[src/rtl/sumador_pkg.sv]
// Shared definitions for the bit-serial adder: FSM state encoding and the
// widest operand the serial adder is meant to be built with.
package sumador_pkg;

   localparam int WIDTH_MAX = 32;

   typedef enum logic [1:0] {
      IDLE = 2'd0,
      RUN  = 2'd1,
      DONE = 2'd2
   } state_t;

endpackage

[src/rtl/sumador1bit.sv]
// Combinational 1-bit full-adder cell; the serial adder reuses one of these
// for every bit position.
module sumador1bit (
   input  logic a,
   input  logic b,
   input  logic cin,
   output logic sum,
   output logic cout
);

   logic w_p;

   assign w_p  = a ^ b;
   assign sum  = w_p ^ cin;
   assign cout = (a & b) | (cin & w_p);

endmodule

[src/rtl/sumador_serial.sv]
// Bit-serial WIDTH-bit adder: one full-adder cell walks the operands LSB
// first over WIDTH cycles behind a start/busy/done handshake. The sum,
// carry-out and signed overflow are registered and held between results.
module sumador_serial
   import sumador_pkg::*;
#(
   parameter int WIDTH = 8
) (
   input  logic             clk,
   input  logic             rst_n,
   input  logic             start,
   input  logic [WIDTH-1:0] a,
   input  logic [WIDTH-1:0] b,
   input  logic             cin,
   output logic             busy,
   output logic             done,
   output logic [WIDTH-1:0] sum,
   output logic             cout,
   output logic             overflow
);

   localparam int CW = (WIDTH > 1) ? $clog2(WIDTH) : 1;

   state_t           r_state;
   state_t           w_state_next;
   logic [WIDTH-1:0] r_a;
   logic [WIDTH-1:0] r_b;
   logic             r_carry;
   logic [CW-1:0]    r_cnt;
   logic [WIDTH-1:0] r_sum;
   logic             r_cout;
   logic             r_ovf;

   logic             w_s;
   logic             w_c;
   logic             w_accept;
   logic             w_cnt_last;
   logic [WIDTH-1:0] w_res_full;

   // New operands are taken whenever the FSM is free (IDLE or DONE).
   assign w_accept   = start && (r_state == IDLE || r_state == DONE);
   assign w_cnt_last = (r_cnt == CW'(WIDTH - 1));

   sumador1bit u_cell (
      .a    (r_a[0]),
      .b    (r_b[0]),
      .cin  (r_carry),
      .sum  (w_s),
      .cout (w_c)
   );

   // Result shift register: the newest sum bit enters at the MSB, so after
   // WIDTH shifts the first bit computed has reached bit 0. w_res_full is
   // the complete result as it stands after the current cell output.
   generate
      if (WIDTH == 1) begin : g_res1
         assign w_res_full = w_s;
      end else begin : g_resn
         logic [WIDTH-2:0] r_res;

         // Collect sum bits while running; cleared on reset and on accept.
         always_ff @(posedge clk) begin
            if (!rst_n)                r_res <= '0;
            else if (w_accept)         r_res <= '0;
            else if (r_state == RUN)   r_res <= w_res_full[WIDTH-1:1];
         end

         assign w_res_full = {w_s, r_res};
      end
   endgenerate

   // State register.
   // NOTE: clocked state uses non-blocking (<=) so every flop samples the
   // pre-edge values; blocking here would create order-dependent races.
   always_ff @(posedge clk) begin
      if (!rst_n) r_state <= IDLE;
      else        r_state <= w_state_next;
   end

   // Next-state logic.
   // NOTE: the default assignment first guarantees every path drives
   // w_state_next, so no latch is inferred.
   always_comb begin
      w_state_next = r_state;
      case (r_state)
         IDLE:    if (start) w_state_next = RUN;
         RUN:     if (w_cnt_last) w_state_next = DONE;
         DONE:    w_state_next = start ? RUN : IDLE;
         default: w_state_next = IDLE;
      endcase
   end

   // Operand shift registers, carry, bit counter and held result registers.
   always_ff @(posedge clk) begin
      if (!rst_n) begin
         r_a     <= '0;
         r_b     <= '0;
         r_carry <= 1'b0;
         r_cnt   <= '0;
         r_sum   <= '0;
         r_cout  <= 1'b0;
         r_ovf   <= 1'b0;
      end else if (w_accept) begin
         r_a     <= a;
         r_b     <= b;
         r_carry <= cin;
         r_cnt   <= '0;
      end else if (r_state == RUN) begin
         r_a     <= r_a >> 1;
         r_b     <= r_b >> 1;
         r_carry <= w_c;
         if (!w_cnt_last) begin
            r_cnt <= r_cnt + CW'(1);
         end else begin
            // Last bit: r_carry is the carry into the MSB.
            r_sum  <= w_res_full;
            r_cout <= w_c;
            r_ovf  <= r_carry ^ w_c;
         end
      end
   end

   assign busy     = (r_state == RUN);
   assign done     = (r_state == DONE);
   assign sum      = r_sum;
   assign cout     = r_cout;
   assign overflow = r_ovf;

endmodule
[config.mk]
export PLATFORM = sky130hd
export DESIGN_NAME = sumador_serial
export DESIGN_NICKNAME = d
export VERILOG_FILES = /design/src/rtl/sumador_pkg.sv /design/src/rtl/sumador1bit.sv /design/src/rtl/sumador_serial.sv
export SDC_FILE = /design/constraint.sdc
export NUM_CORES = 1
export LEC_CHECK = 0
export CORE_MARGIN = 1.5
export CORE_UTILIZATION = 54
export DETAILED_ROUTE_END_ITERATION = 16
export PLACE_DENSITY = 0.83
export SKIP_LAST_GASP = 1
export SLEW_MARGIN = 20
export SYNTH_ARGS = -nofsm -noshare
export SYNTH_HDL_FRONTEND = slang
export SYNTH_HIERARCHICAL = 1
export SYNTH_SLANG_ARGS = --single-unit
[constraint.sdc]
create_clock -name clk -period 3.1 [get_ports clk]
set_clock_uncertainty 0.15 [all_clocks]
set_input_delay 0.31 -clock clk [delete_from_list [all_inputs] [get_ports clk]]
set_output_delay 0.31 -clock clk [all_outputs]
set_load 0.02 [all_outputs]
== Yosys cells after proc, flatten, opt, wreduce, memory -nomap -nowiden ==
Cells that the tools add are included.
Storage, ports and cells
  flip-flop bits (word level): 39
  input port bits: 20
  output and inout port bits: 12
  logic and storage cells: 42
Cells by class
  add/sub/neg operators: 1
  equality and inequality tests: 5
  muxes and demuxes: 10
  bitwise gates (word level): 9
  reduce and logical (&&, ||, !) cells: 8
Operators with widths (count)
  $mux W8: 4
  $pmux W2 S3: 1
  $mux W2: 2
  $reduce_and A2 Y1: 2
  $add A3 B1 Y3 const B: 1
  $eq A3 B3 Y1 const B: 1
  $mux W1: 3
  $not A1 Y1: 3
  $reduce_and A3 Y1: 1
  $xor A1 B1 Y1: 3
  $and A1 B1 Y1: 2
  $eq A2 B1 Y1 const B: 1
  $eq A2 B2 Y1 const B: 1
  $logic_not A2 Y1: 1
  $ne A2 B1 Y1 const B: 1
  $ne A2 B2 Y1 const B: 1
  $reduce_bool A2 Y1: 1
  $reduce_or A2 Y1: 1
  $logic_and A1 B1 Y1: 1
  $logic_or A1 B1 Y1: 1
  $or A1 B1 Y1: 1

== Depth between registers and ports, before layout ==
Gate-level depths: netlist of run 1.
  depth after elaboration: 5
  gate-level depth with buffers: 6
  depth with buffers taken out: 5

== By module ==
Netlist of run 1, hierarchy kept.
Modules (own cells, without submodules)
  sumador_serial: instances 1, cells an instance 183, area an instance 1602.8 um^2, sequential area each 780.7 um^2
  sumador1bit: instances 1, cells an instance 1, area an instance 20.0 um^2, sequential area each 0.0 um^2

== Worst setup path after synthesis of run 1 ==
OpenSTA, ideal clock, no wires.
  path type: register to register
  from: reg r_cnt[0]
  to: reg r_ovf (netlist: overflow)
  library setup time: 116 ps
  data arrival time: 1256 ps
  required time: 2834 ps
  setup slack: 1578 ps
  cell stages (with the launch flop): 6
  buffers on the path: 1
  clock period less this slack: 1522 ps
  cells stage by stage: dfxtp_1 > ha_1 > ha_1 > and3b_1 > buf_4 > o211a_1
Between the ends
  longest elaborated chain between the ends: 2
RTL lines
  start: declaration: line sumador_serial.sv:29  | logic [CW-1:0] r_cnt;
  start signal: assignment: line sumador_serial.sv:113  | r_cnt <= r_cnt + CW'(1);
  $eq A3 B3 Y1: line sumador_serial.sv:42  | assign w_cnt_last = (r_cnt == CW'(WIDTH - 1));
  $reduce_and A3 Y1 (no source line)
  end signal: assignment: line sumador_serial.sv:118  | r_ovf <= r_carry ^ w_c;
  end: declaration: line sumador_serial.sv:32  | logic r_ovf;
Every way passes these cells.
A chain may end at the register's enable or synchronous reset.

== Worst setup path after layout of run 1 ==
  from: reg r_state[0]
  to: out busy
Between the ends
  longest elaborated chain between the ends: 1
RTL lines
  start: declaration: line sumador_serial.sv:24  | state_t r_state;
  start signal: assignment: line sumador_serial.sv:77  | else r_state <= w_state_next;
  $eq A2 B1 Y1: line sumador_serial.sv:123  | assign busy = (r_state == RUN);
  end: declaration: line sumador_serial.sv:15  | output logic busy,
Every way passes these cells.

==> impl_metrics.toml, run 1 <==
[global_routing]
grt_pass1_wl_mm = 5.057
antenna_found_initial = 0
gr-total-overflow = 0
grt_max_degree = 31
grt.total_usage_pct = 19.70
grt_pass1_vias = 1133

[logic_synthesis]
syn_inst = 184
yosysSeqAreaShare_pct = 48.11
synthesis.nets = 207
synth.area.top_cells = "dfxtp_1 48%, nand2_1 12%, a21boi_0 5.1%, buf_6 4.9%, o221ai_1 3.2%"
synth_largest_area_cell = "dfxtp_1"
synth.avg_cell_area_sq_um = 8.820
ys_ff_latch = 39
synth_area_sq_um = 1623
synth_top_area_share_pct = 48.11
synth.distinct_cells = 29
ys_warn_count = 6

[worst_setup_path]
crit_path_end_kind = "output pin"
cp.required_ns = 2.64
critPathArrivalTime_ns = 1.88
crit_start = "r_state[0]$_SDFFE_PN0P_"
startpoint_type = "flip-flop"
r2r-start = "r_state[0]$_SDFFE_PN0P_"
path_max_fanout = 27
critPathKind = "reg -> out"

[timing]
holdWs_ns = 0.3125
drv_slew = 0
slew_headroom_pct = 37.36
setup_ws_ns = 0.7633
period_minus_slack_ns = 2.337
fin_crit_sh_pct = 75.38
hold_violations = 0
worst_pin_slew_ns = 0.9366
grt_setup_unrepaired = "no"
timing.setup.tns_ns = 0
setup_viol = 0
max_freq_mhz = 428.0

[cts]
clockRootBuffer = "clkbuf_4"
clock_path_buffers = 2
clock_latency_ns = 0.34
h-tree-depth = 2
cts_tree = "built"
numCtsBuffers = 5
path_clk_slew_ns = 0.11
clkSinkCount = 39
hold_buffers = 0
ctsResizeCount = 0
postCtsSetupRepairBufs = 0

[place]
placedInstanceArea_sq_um = 1867
place.port_buffers = 31
finalWeightedCongestion = 0.7416
dp_slack_ns = 1.026
placedCellCount = 234
dp_hpwl_mm = 2.041

[finish]
layout.cells.non_filler = 242
diodes = 0
design_area_sq_um = 1936
finalNetCount = 233
fin_util_pct = 69.00
area_growth_syn_to_layout_pct = 19.28
drive_above_1_share_pct = 5.213

[floorplan]
num_rows = 19
start_util_pct = 57.85
die_height_um = 57.82
core_sq_um = 2805
dieArea_sq_um = 3343
die_w_um = 57.82
io_pins = 32

[drt]
drt_iter0_drc = 67
vias = 1301
drc = 0
wl_per_cell_um = 12.22
first_pass_iters = 4
ant_nets = 0
via_per_inst = 5.376
totalWireLength_mm = 2.958

[status]
status = "completed"

[job]
cap_violations = 0

[hold_path]
hold_class = "reg -> reg"
min_from = "r_b[7]$_SDFFE_PN0P_"

[power_and_ir_drop]
powerDensity_nw_per_um2 = 485.2
totalPowerFinal_mw = 0.9392
peakVddDrop_mv = 0.3356
leakage_nw = 0.6876
## placed cells by master, fill, tap and decap left out, drive strengths merged, types with 2 or more instances in the layout
cell            n
nor2            7
nand2          54
a21oi          10
clkdlybuf4s50  31
xnor2           2
dfxtp          39
ha              2
clkbuf          8
a22oi           2
nand2b          2
nor2b           2
nand3           3
a21boi         12
nor3            6
a31oi           7
o21ai           9
o221ai          6
## sequential cells by signal, summed over array words and instances, names as in the netlist
register	cells
overflow	1
cout	1
r_cnt	3
r_b	8
sum	8
r_a	8
r_state	2
g_resn.r_res	7
r_carry	1
## logic make-up after synthesis
group | count (synthesis) | synth area share [%]
and+or+nand+nor | 78 | 21.05
AOI/OAI and AO/OA | 48 | 19.35
DFF | 39 | 48.11
buffers and inverters | 14 | 7.632
adders and majority gates | 3 | 2.775
xor gates and xnor gates | 2 | 1.080
## cell usage after synthesis, drive strengths merged
cell / instances
and2: 1
nor2: 7
a31oi: 7
clkbuf: 1
fa: 1
a21boi: 12
a22oi: 2
o21ai: 9
a21oi: 10
nor3: 6
nor3b: 1
inv: 1
nand2b: 2
o211a: 1
xnor2: 2
o221ai: 6
and3b: 1
nor2b: 2
nand3b: 1
buf: 12
ha: 2
nand2: 54
dfxtp: 39
o21a: 1
nand3: 3
## area by class of cell
type | instances | area (sq um)
clock buffer | 8 | 68.82
timing repair buffer | 32 | 317.8
inverter | 1 | 11.26
sequential | 39 | 780.7
fill | 237 | 869.6
tap | 31 | 38.79
multi-input combinational | 131 | 718.2
## final timing paths
| path | depth (start not counted) | slack (ns) | endpoint |
|---|---|---|---|
| worst max-delay path | 4 | 0.76 | busy |
| worst max register to register | 3 | 1.33 | r_b[1]$_SDFFE_PN0P_ |
| worst min register to register | 2 | 0.31 | r_b[7]$_SDFFE_PN0P_ |
| worst min-delay path | 2 | 0.31 | r_b[7]$_SDFFE_PN0P_ |
## critical path: stages (launching register included)
cell and delay, ns:
dfxtp_1 0.44, nand2b_1 0.08, buf_4 0.23, inv_8 0.16
clkdlybuf4s50_1 0.62
## where the power goes
part / switching, mW / total, mW / internal, mW / leakage, nW
Clock: 0.155 / 0.288 / 0.134 / 0.0386
Combinational: 0.0590 / 0.113 / 0.0535 / 0.331
Sequential: 0.0146 / 0.538 / 0.524 / 0.318
Total: 0.228 / 0.939 / 0.711 / 0.688
## routing by layer
| metal | part of all wire [%] | wire length (um) | GRT usage (%) |
|---|---|---|---|
| met2 | 46 | 1362 | 29.38 |
| met5 | 0 | 0 | 0 |
| met4 | 0.95 | 28 | 6.977 |
| met1 | 47 | 1404 | 27.18 |
| met3 | 5.5 | 162 | 6.027 |
Note: power is estimated with default switching activity, not from simulation.
==> run 2: changes to the inputs <==
--- a/config.mk
+++ b/config.mk
@@ -6,9 +6,9 @@
 export NUM_CORES = 1
 export LEC_CHECK = 0
 export CORE_MARGIN = 1.5
-export CORE_UTILIZATION = 54
+export CORE_UTILIZATION = 45
 export DETAILED_ROUTE_END_ITERATION = 16
-export PLACE_DENSITY = 0.83
+export PLACE_DENSITY = 0.74
 export SKIP_LAST_GASP = 1
 export SLEW_MARGIN = 20
 export SYNTH_ARGS = -nofsm -noshare
==> constraint.sdc (replaced) <==
create_clock -name clk -period 1.93 [get_ports clk]
set_clock_uncertainty 0.15 [all_clocks]
set_input_delay 0.193 -clock clk [delete_from_list [all_inputs] [get_ports clk]]
set_output_delay 0.193 -clock clk [all_outputs]
set_load 0.02 [all_outputs]
==> run 2 against run 1 <==
Effect of this change: sequential cell count is the same; hold slack lost 0.066 ns; worst setup slack lost 0.59 ns; total power grew 84%; critical path type is now reg -> reg.
==> impl_metrics.toml, run 2 (synthesis results as in run 1) <==
[floorplan]
die_w_um = 63.05
dieArea_sq_um = 3975
io_pins = 32
core_sq_um = 3390
die_height_um = 63.05
num_rows = 21
start_util_pct = 47.88

[power_and_ir_drop]
peakVddDrop_mv = 0.5289
pwr-share-seq_pct = 50.2
powerDensity_nw_per_um2 = 854.5
comb_power_share_pct = 11.0
switchingPower_mw = 0.3874
power.internal_mw = 1.337
p_clk_share_pct = 38.8
switching_share_pct = 22.46
leakage_nw = 0.7427

[place]
dp_hpwl_mm = 2.239
finalWeightedCongestion = 0.7274
place.port_buffers = 31

[finish]
mostFrequentLayoutCell = "nand2_1"
n_fill_cell = 312
fin_util_pct = 59.54
finalNetCount = 237
mostFrequentLayoutCells = "53 x nand2_1, 39 x dfxtp_1, 29 x clkdlybuf4s50_1"
diodes = 0
regArea_sq_um = 780.7
multi_input_area_sq_um = 718.2
area_growth_syn_to_layout_pct = 24.36
drive_above_1_share_pct = 6.977

[cts]
path_clk_slew_ns = 0.12
clock_latency_ns = 0.35
postCtsSetupRepairBufs = 0
h-tree-depth = 2
clock_path_buffers = 2
numCtsBuffers = 5
clockRootBuffer = "clkbuf_4"
clkSinkCount = 39
cts_tree = "built"

[status]
status = "completed"

[drt]
routed-wl-met2_mm = 1.715
totalWireLength_mm = 3.300
met1_length_mm = 1.359
vias = 1368
first_pass_iters = 4
via_per_inst = 5.241
wl_per_cell_um = 12.64
drt_iter0_drc = 53
wl_met3_um = 171
drc = 0
ant_nets = 0
highest_layer = "met4"

[timing]
timing.setup.tns_ns = 0
grt_setup_unrepaired = "no"
worst_pin_slew_ns = 0.4052
setup_viol = 0
fin_crit_sh_pct = 91.23
drv_slew = 0
max_freq_mhz = 567.9
slew_headroom_pct = 72.99
hold_violations = 0
period_minus_slack_ns = 1.761

[global_routing]
grt.total_usage_pct = 18.07
grt_pass1_vias = 1333
antenna_found_initial = 0
grt_pass1_wl_mm = 5.616
grt_max_degree = 31
gr-total-overflow = 0

[hold_path]
hold_class = "in -> reg"

[worst_setup_path]
cpMaxStageDelayCell = "and3b_1"
cp.required_ns = 2.05
critPathMaxStageDelay_ns = 0.44
crit_path_end_kind = "flip-flop"
critPathKind = "reg -> reg"
startpoint_type = "flip-flop"
cpMostUsedCell = "ha_1"
path_max_fanout = 12
critPathArrivalTime_ns = 1.88
crit_chain = "ha_1 > ha_1 > and3b_1 > nand2_1 > a21boi_0"

[job]
cap_violations = 0
-- run 2: cell types whose count changed in the layout (fill, tap and decap cells not counted) --
| cell | before | now |
|---|---|---|
| buf_4 | 1 | 5 |
| bufinv_16 | 0 | 2 |
| clkbuf_8 | 2 | 0 |
| clkdlybuf4s50_1 | 31 | 29 |
| dlygate4sd2_1 | 0 | 1 |
| dlymetal6s2s_1 | 0 | 1 |
-- run 2: final timing paths --
path | from | endpoint | slack [ns] | cells past startpoint
setup / recovery | r_cnt[0]$_SDFFE_PP0P_ | sum[6]$_SDFFE_PN0P_ | 0.17 | 5
hold / removal | b[7] | r_b[7]$_SDFFE_PN0P_ | 0.25 | 3
setup reg to reg | r_cnt[0]$_SDFFE_PP0P_ | sum[6]$_SDFFE_PN0P_ | 0.17 | 5
hold reg to reg | sum[1]$_SDFFE_PN0P_ | sum[1]$_SDFFE_PN0P_ | 0.32 | 2
-- run 2: per-layer routing --
layer	GRT usage, %	vias up
met5	0	-
met4	8.611	0
met3	5.714	7
met2	32.45	35
met1	18.98	635
li1	-	691
-- run 2: metrics by stage --
step / power [mW] / setup slack [ns] / area, sq um / hold WS [ns] / std cells
floorplan: 1.020 / 0.4076 / 1623 / 0.1744 / 184
global placement: 1.067 / 0.3481 / 1916 / 0.2915 / 253
detailed placement: 1.074 / 0.2149 / 1916 / 0.3105 / 253
CTS: 1.738 / 0.02766 / 2016 / 0.2347 / 261
global route: 1.815 / 0.03538 / 2018 / 0.2418 / 261
finish: 1.725 / 0.1693 / 2018 / 0.2462 / 261
-- run 2: cell type report --
cell class	count	area share, %
multi-input combinational	131	35.59
timing repair buffer	36	17.30
tap	46	2.852
inverter	1	0.5580
clock inverter	2	2.976
sequential	39	38.69
clock buffer	6	2.046
-- run 2: repair_timing --
| item | in CTS | in global routing |
|---|---|---|
| cloned | 0 | 0 |
| resized for setup | 1 | 1 |
| setup endpoints to repair | 1 | 1 |
| hold buffers | 0 | 0 |
-- run 2: critical path: cells and delay by family (launching register included) --
family	cells	cell delay (ns)
adder cells (fa/ha/maj)	2	0.42
AO/OA/AOI/OAI	1	0.21
AND/OR/NAND/NOR	2	0.53
flip-flops	1	0.38
-- run 2: power groups by stage --
stage	registers (mW)	clock network (mW)	logic, mW
2_1_floorplan	0.877	0	0.143
3_3_place_gp	0.880	0	0.186
3_5_place_dp	0.883	0	0.191
4_1_cts	0.865	0.682	0.191
5_1_grt	0.870	0.733	0.212
6_report	0.865	0.669	0.191
==> run 3: changes to the inputs <==
--- a/config.mk
+++ b/config.mk
@@ -5,6 +5,7 @@
 export SDC_FILE = /design/constraint.sdc
 export NUM_CORES = 1
 export LEC_CHECK = 0
+export ABC_CLOCK_PERIOD_IN_PS = 1930
 export CORE_MARGIN = 1.5
 export CORE_UTILIZATION = 45
 export DETAILED_ROUTE_END_ITERATION = 16
@@ -13,5 +14,4 @@
 export SLEW_MARGIN = 20
 export SYNTH_ARGS = -nofsm -noshare
 export SYNTH_HDL_FRONTEND = slang
-export SYNTH_HIERARCHICAL = 1
 export SYNTH_SLANG_ARGS = --single-unit
==> run 3 against run 2 <==
Effect of this change: hold slack improved by 0.0089 ns; via count is 0.80% higher; non-clock buffer count did not move; routed wire length is essentially flat; synthesized cell count stayed put; sequential share of layout area up 0.95 points; sequential power barely moved; area after synthesis is 0.62% lower; sequential cell count did not move; combinational power about the same; largest cell class unchanged; largest power group unchanged; highest routed layer unchanged.
==> impl_metrics.toml, run 3 <==
[power_and_ir_drop]
totalPowerFinal_mw = 1.481
power.internal_mw = 1.103
peakVddDrop_mv = 0.3653
p_clk_share_pct = 28.6
powerDensity_nw_per_um2 = 750.6
switching_share_pct = 25.53
switchingPower_mw = 0.3781
leakage_nw = 0.7263
comb_power_share_pct = 12.9
pwr-share-seq_pct = 58.4

[global_routing]
grt_max_degree = 31
gr-total-overflow = 0
grt_pass1_wl_mm = 5.865
grt.total_usage_pct = 19.02
grt_pass1_vias = 1353
use_met3_pct = 7.207
grt-busiest-layer = "met2"
met2_usage_pct = 32.71
antenna_found_initial = 0
grt_use_met1_pct = 20.59

[status]
status = "completed"

[logic_synthesis]
ys_ff_latch = 39
synth_largest_area_cell = "dfxtp_1"
synth_top_area_share_pct = 48.41
synthXorXnorAreaFrac_pct = 1.086
synth_top_family_by_area = "simple AND/OR/NAND/NOR gates"
synth-simple-area-share_pct = 21.26
synthArstFlopShare_pct = 0
synth.area.top_cells = "dfxtp_1 48%, nand2_1 12%, a21boi_0 5.1%, buf_6 3.5%, o221ai_1 3.3%"
synth_mux_area_share_pct = 0
ys_warn_count = 0
synth.avg_cell_area_sq_um = 8.765
ys.flop_type = "dfxtp_1"
synth-compound-area-share_pct = 19.47
synthAdderAreaFrac_pct = 2.793
syn_inst = 184
synth_edf_count = 0
yosysMostFrequentCell = "nand2_1"
synthesis.nets = 207
synth.distinct_cells = 30
synth_area_sq_um = 1613
synth_top_cells_by_count = "53 x nand2_1, 39 x dfxtp_1, 11 x a21boi_0, 10 x a21oi_1, 9 x o21ai_0"
yosysSeqAreaShare_pct = 48.41

[finish]
diodes = 0
mostFrequentLayoutCell = "nand2_1"
design_area_sq_um = 1973
area_growth_syn_to_layout_pct = 22.34
finalNetCount = 237
fin_util_pct = 58.21
n_fill_cell = 323
mostFrequentLayoutCells = "53 x nand2_1, 38 x dfxtp_1, 29 x clkdlybuf4s50_1"
drive_above_1_share_pct = 7.477
layout.cells.non_filler = 260

[timing]
fin_crit_sh_pct = 86.34
slew_headroom_pct = 75.64
drv_slew = 0
grt_setup_unrepaired = "no"
timing.setup.tns_ns = 0
period_minus_slack_ns = 1.666
hold_violations = 0
max_freq_mhz = 600.1
holdWs_ns = 0.2551
setup_ws_ns = 0.2635
worst_pin_slew_ns = 0.3654
setup_viol = 0

[worst_setup_path]
cpMaxStageDelayCell = "dfxtp_1"
r2r_slack_ns = 0.27
crit_path_end_kind = "output pin"
startpoint_type = "flip-flop"
crit_family = "buffers and inverters"
cp.required_ns = 1.59
critPathArrivalTime_ns = 1.32
r2r-start = "r_cnt[1]$_SDFFE_PP0P_"
critPathMaxStageDelay_ns = 0.36
reg2regPathDepth = 5
crit_chain = "nand2b_1 > inv_6 > dlygate4sd2_1"
path_max_fanout = 5
critPathBufInv = 2
r2r-end = "sum[0]$_SDFFE_PN0P_"
critPathKind = "reg -> out"

[hold_path]
min_to = "r_b[7]$_SDFFE_PN0P_"
min_from = "b[7]"
min_path_cells = 3
hold_class = "in -> reg"

[floorplan]
dieArea_sq_um = 3952
die_w_um = 62.87
io_pins = 32
core_sq_um = 3390
start_util_pct = 47.58
die_height_um = 62.87
num_rows = 21

[cts]
numCtsBuffers = 5
cts_tree = "built"
postCtsSetupRepairBufs = 0
clockRootBuffer = "clkbuf_4"
path_clk_slew_ns = 0.11
hold_buffers = 0
clkSinkCount = 39
clock_latency_ns = 0.34
clock_path_buffers = 2
h-tree-depth = 2

[drt]
drt_iter0_drc = 65
via_per_inst = 5.304
totalWireLength_mm = 3.301
wl_per_cell_um = 12.70
ant_nets = 0
vias = 1379
first_pass_iters = 4
drc = 0

[place]
placedCellCount = 253
placedInstanceArea_sq_um = 1914
finalWeightedCongestion = 0.7499
dp_hpwl_mm = 2.295
dp_slack_ns = 0.2860
place.port_buffers = 31

[job]
cap_violations = 0
[run 3: power groups by stage]
| stage | combinational, mW | sequential, mW | clock, mW |
|---|---|---|---|
| 4_1_cts | 0.193 | 0.865 | 0.435 |
| 3_3_place_gp | 0.186 | 0.880 | 0 |
| 2_1_floorplan | 0.140 | 0.877 | 0 |
| 6_report | 0.192 | 0.865 | 0.424 |
| 3_5_place_dp | 0.194 | 0.882 | 0 |
| 5_1_grt | 0.215 | 0.870 | 0.481 |
[run 3: repair_timing]
action,4_1_cts,5_1_grt
endpoints found under the hold margin,0,0
resized for setup,2,1
setup endpoints to repair,1,1
[run 3: metal layers]
metal	up-vias	routed length [um]
met1	653	1446
met5	-	0
met2	34	1671
met3	4	144
li1	688	-
met4	0	40
[run 3: worst max path at each step]
stage	slack, ns	cells past startpoint	start	endpoint
6_report	0.26	3	r_state[1]$_SDFFE_PN0P_	busy
5_1_grt	0.10	5	r_cnt[0]$_SDFFE_PP0P_	sum[1]$_SDFFE_PN0P_
4_1_cts	0.06	2	r_state[0]$_SDFFE_PN0P_	done
3_5_place_dp	0.29	5	r_cnt[0]$_SDFFE_PP0P_	sum[0]$_SDFFE_PN0P_
3_3_place_gp	0.37	3	r_state[0]$_SDFFE_PN0P_	busy
2_1_floorplan	0.42	5	r_cnt[0]$_SDFFE_PP0P_	overflow$_SDFFE_PN0P_
[run 3: area by class of cell]
| class | instances | area (sq um) | area share (%) |
|---|---|---|---|
| clock buffers | 6 | 51.30 | 2.600 |
| inverters | 1 | 8.758 | 0.4439 |
| clock inverters | 1 | 5.005 | 0.2536 |
| well taps | 46 | 57.56 | 2.917 |
| multi-input cells | 131 | 719.4 | 36.46 |
| flip-flops and latches | 39 | 782.0 | 39.63 |
| repair buffers | 36 | 349.1 | 17.69 |
[run 3: worst reg2reg max path: cells and delay by family (launching register included)]
kind,cells,cell delay [ns]
AO/OA/AOI/OAI,1,0.17
AND/OR/NAND/NOR,2,0.50
adder cells (fa/ha/maj),2,0.39
flip-flops,1,0.37
[run 3: cell families (layout without fill, tap and decap cells)]
logic type,after synthesis,after routing
AOI/OAI and AO/OA,48,48
buffers and inverters,14,44
xor gates and xnor gates,2,2
DFF,39,39
and+or+nand+nor,78,78
adders and majority gates,3,3
